File: src/rtl/xbus_arbiter.sv
// xbus_arbiter: two-master round-robin arbiter and request mux for the xbus.
// Registered grants, combinational address strobe, shared read data.
// Optional hold-limit preemption is compiled in with XBUS_ARB_HOLD_LIMIT_EN.
module xbus_arbiter #(
    parameter int unsigned MAX_HOLD = 8
) (
    input  logic        clk,
    input  logic        rst,
    input  logic        m0_req,
    output logic        m0_gnt,
    input  logic        m0_we,
    input  logic [3:0]  m0_be,
    input  logic [31:0] m0_addr,
    input  logic [31:0] m0_wdata,
    output logic [31:0] m0_rdata,
    input  logic        m1_req,
    output logic        m1_gnt,
    input  logic        m1_we,
    input  logic [3:0]  m1_be,
    input  logic [31:0] m1_addr,
    input  logic [31:0] m1_wdata,
    output logic [31:0] m1_rdata,
    output logic        xbus_as,
    output logic        xbus_we,
    output logic [3:0]  xbus_be,
    output logic [31:0] xbus_addr,
    output logic [31:0] xbus_wdata,
    input  logic [31:0] xbus_rdata
);

`ifdef XBUS_ARB_HOLD_LIMIT_EN
    localparam bit HOLD_EN = 1'b1;
`else
    localparam bit HOLD_EN = 1'b0;
`endif

    localparam logic [1:0] S_IDLE = 2'd0;
    localparam logic [1:0] S_OWN0 = 2'd1;
    localparam logic [1:0] S_OWN1 = 2'd2;
    localparam logic [7:0] HOLD_LAST = 8'(MAX_HOLD - 1);

    logic [1:0] r_state;
    logic [1:0] w_state_nxt;
    logic       r_last;
    logic       w_last_nxt;
    logic [7:0] r_hold_cnt;
    logic [7:0] w_hold_nxt;
    logic       w_other_req;
    logic       w_hold_expired;

    // State register: owner, last owner and contention counter.
    always_ff @(posedge clk) begin
        if (rst) begin
            r_state    <= S_IDLE;
            r_last     <= 1'b1;
            r_hold_cnt <= 8'd0;
        end else begin
            r_state    <= w_state_nxt;
            r_last     <= w_last_nxt;
            r_hold_cnt <= w_hold_nxt;
        end
    end

    // Next-state logic: round-robin from IDLE, handover on release, optional preemption.
    // hold_cnt counts cycles the owner has kept the bus while the other master waits.
    always_comb begin
        w_state_nxt    = r_state;
        w_last_nxt     = r_last;
        w_hold_nxt     = 8'd0;
        w_other_req    = (r_state == S_OWN0) ? m1_req : m0_req;
        w_hold_expired = HOLD_EN && (r_hold_cnt == HOLD_LAST);
        case (r_state)
            S_IDLE: begin
                if (m0_req && m1_req) w_state_nxt = r_last ? S_OWN0 : S_OWN1;
                else if (m0_req)      w_state_nxt = S_OWN0;
                else if (m1_req)      w_state_nxt = S_OWN1;
            end
            S_OWN0: begin
                if (!m0_req)                      w_state_nxt = m1_req ? S_OWN1 : S_IDLE;
                else if (m1_req && w_hold_expired) w_state_nxt = S_OWN1;
            end
            S_OWN1: begin
                if (!m1_req)                      w_state_nxt = m0_req ? S_OWN0 : S_IDLE;
                else if (m0_req && w_hold_expired) w_state_nxt = S_OWN0;
            end
            default: w_state_nxt = S_IDLE;
        endcase
        if (w_state_nxt != r_state) begin
            if (w_state_nxt == S_OWN0) w_last_nxt = 1'b0;
            if (w_state_nxt == S_OWN1) w_last_nxt = 1'b1;
        end else if (r_state != S_IDLE && w_other_req) begin
            w_hold_nxt = (r_hold_cnt == 8'hFF) ? r_hold_cnt : r_hold_cnt + 8'd1;
        end
    end

    // Output logic: grant decode, gated strobe and owner field mux.
    always_comb begin
        m0_gnt     = (r_state == S_OWN0);
        m1_gnt     = (r_state == S_OWN1);
        xbus_as    = 1'b0;
        xbus_we    = 1'b0;
        xbus_be    = 4'd0;
        xbus_addr  = 32'd0;
        xbus_wdata = 32'd0;
        if (r_state == S_OWN0) begin
            xbus_as    = !rst && m0_req;
            xbus_we    = m0_we;
            xbus_be    = m0_be;
            xbus_addr  = m0_addr;
            xbus_wdata = m0_wdata;
        end else if (r_state == S_OWN1) begin
            xbus_as    = !rst && m1_req;
            xbus_we    = m1_we;
            xbus_be    = m1_be;
            xbus_addr  = m1_addr;
            xbus_wdata = m1_wdata;
        end
    end

    // Read data is broadcast; masters qualify it with their own grant.
    assign m0_rdata = xbus_rdata;
    assign m1_rdata = xbus_rdata;

endmodule

File: config.mk
export PLATFORM = sky130hd
export DESIGN_NAME = xbus_arbiter
export DESIGN_NICKNAME = d
export VERILOG_FILES = /design/src/rtl/xbus_arbiter.sv
export SDC_FILE = /design/constraint.sdc
export NUM_CORES = 1
export LEC_CHECK = 0
export ABC_AREA = 1
export BUFFER_PORTS_ARGS = -buffer_cell sky130_fd_sc_hd__buf_2
export CAP_MARGIN = 20
export CORE_AREA = 2 2 121 123
export DETAILED_ROUTE_END_ITERATION = 10
export DIE_AREA = 0 0 123 125
export PLACE_DENSITY = 0.4
export RECOVER_POWER = 100
export SLEW_MARGIN = 20
export SYNTH_ARGS = -nofsm -noshare
export SYNTH_HDL_FRONTEND = slang
export SYNTH_SLANG_ARGS = --single-unit
File: constraint.sdc
create_clock -name clk -period 2 [get_ports clk]
set_input_delay 0.1 -clock clk [delete_from_list [all_inputs] [get_ports clk]]
set_output_delay 0.1 -clock clk [all_outputs]
set_load 0.01 [all_outputs]
==> results.cfg <==
[yosys]
synthTopCellsByArea = a22o_1 (40%), buf_4 (32%), buf_6 (10%), dfxtp_1 (4.0%), nand3_1 (3.3%)
synth_cell_types = 17
synth_seq_cells = 3
synth_largest_area_cell = a22o_1
synth_top_area_share_pct = 40.3
ys_seq_area_share_pct = 4.00
synth_cells = 188
synth_nets = 363
yosysWarnings = 0
syn_avg_cell_area_um2 = 7.99
syn_area_um2 = 1500

[finish]
mostFrequentLayoutCells = buf_2 (146), a22o_1 (69), clkbuf_1 (68), nand2_1 (11), nand3_1 (10)
drive_gt1_share_pct = 47.7
layout_commonest_cell = buf_2
syn_to_final_growth_pct = 46.2
regArea_um2 = 60.1
finish.utilization_pct = 15.5
multi_input_area_um2 = 781
fin_nets = 505
fill_cells = 1685
diodes = 0

[global_route]
overflow = 0
grt_pass1_vias = 1828
grt_pass1_wl_mm = 8.38
antenna_found_initial = 0
grt_usage_pct = 6.57
grt_max_degree = 72

[floorplanning]
dieArea_um2 = 15400
die_w_um = 123
core-area_um2 = 14200
initial_utilization_pct = 10.6
dieHeight_um = 125
io_pins = 310
row_count = 44

[clocking]
ctsResizeCount = 0
htreeDepth = 1
cts_tree = built
clockRootBuffer = clkbuf_16
path_clk_slew_ns = 0.03
post_cts.repair.setup_buffers = 0
cts.path.max_buffers = 2
cts_buffers = 3
clock_sinks = 3
insertion_delay_ns = 0.22
postCtsHoldBufs = 0

[sta]
finClkSkew_ns = 0.000570
final.setup.tns_ns = 0
rsz0062_at_grt = no
post-route-min-period_ns = 1.74
slew_viol_final = 0
setup_viol = 0
hold_viol_final = 0
tightest_slew_ns = 0.302
fmaxAchievable_mhz = 575
post-route-period-util_pct = 87.0
setup_slack_ns = 0.260
relSlewSlack_pct = 79.9

[setup_path]
worstSetupPathType = register to output port
required_ns = 1.90
worstPathMaxFanout = 71
cp-start-kind = register
cp.arrival_ns = 1.64
worstSetupEndpointType = output port

[route]
m1WireLength_mm = 2.14
route.antenna.remaining_nets = 0
drtIter0Drc = 96
firstDrtPassIters = 4
wl_per_cell_um = 11.7
avgViaCountPerCell = 3.73
wl_met2_mm = 3.06
routed_wl_mm = 5.99
drc = 0
routed-via-count = 1915
met3_length_um = 684
top_layer = met4

[power]
pwr-share-comb_pct = 63.1
max-vdd-ir-drop_mv = 0.712
power.density_nw_per_um2 = 493
swShare_pct = 39.8
p_leak_nw = 1.10
p_int_w = 0.000651
p_clk_share_pct = 29.4
p_switching_w = 0.000430
power_frac_seq_pct = 7.5

[status]
status = finished clean

[flow_run]
max-cap-violations = 0

[hold_path]
hold_path.class = input port to register

[place]
port_buffers = 213
dp_hpwl_mm = 4.76
dp_slack_ns = 0.454
gp_congestion = 0.736
[registers in the layout, summed over array words and instances, names as in the netlist]
signal	count
r_last	1
r_state	2
[power by group through the flow]
stage	logic [W]	clock network, W	registers, W
5_1_grt	0.000758	0.000329	0.0000834
6_report	0.000683	0.000318	0.0000808
2_1_floorplan	0.000563	0	0.0000808
3_5_place_dp	0.000724	0	0.0000825
3_3_place_gp	0.000723	0	0.0000820
4_1_cts	0.000727	0.000321	0.0000817
[critical path, cell delays in order (launching register included)]
cell and delay [ns]:
dfxtp_1 0.43, inv_1 0.16, nor2_4 0.13, buf_12 0.29
a22o_1 0.22, clkbuf_1 0.17
[through the flow]
step                      total power [W]  std cells  hold slack, ns  cell area (µm²)
after floorplan                  0.000644        188           0.169             1500
after global routing              0.00117        513          0.0775             2190
after detailed placement         0.000807        509           0.200             2200
after global placement           0.000805        509           0.200             2200
after CTS                         0.00113        513          0.0676             2280
final                             0.00108        513          0.0643             2190
[layer usage]
layer | GRT usage, % | up-vias
met1 | 6.97 | 868
met3 | 1.69 | 17
met2 | 12.3 | 113
met5 | 0 | -
li1 | - | 917
met4 | 2.27 | 0
[final timing paths]
path                    startpoint                     to  slack [ns]  depth (start not counted)
max          r_state[1]$_SDFF_PP0_          xbus_addr[21]        0.26                          5
min                            rst  r_state[1]$_SDFF_PP0_        0.06                          2
max reg2reg  r_state[0]$_SDFF_PP0_    r_last$_SDFFE_PP1P_        0.38                          9
min reg2reg    r_last$_SDFFE_PP1P_    r_last$_SDFFE_PP1P_        0.45                          2
[cell type report]
| class | instances | area share [%] |
|---|---|---|
| repair buffers | 215 | 46.6 |
| multi-input cells | 101 | 35.6 |
| well taps | 184 | 10.5 |
| clock buffers | 4 | 3.59 |
| flip-flops and latches | 3 | 2.74 |
| inverters | 6 | 1.03 |
[kinds of logic (layout without fill, tap and decap cells)]
logic type	Yosys count	after routing	share of synthesized area, %
buf+inv	84	225	44.0
compound gates	72	72	41.7
simple gates	28	28	9.50
flops	3	3	4.00
fa+ha+maj	1	1	0.833
[synth_stat cells, drive strengths merged]
library cell  instances
buf                  78
a22o                 69
nand2                12
nand3                10
inv                   6
nor2                  5
dfxtp                 3
a21oi                 2
a21boi                1
and2                  1
ha                    1
Note: power is estimated with default switching activity, not from simulation.
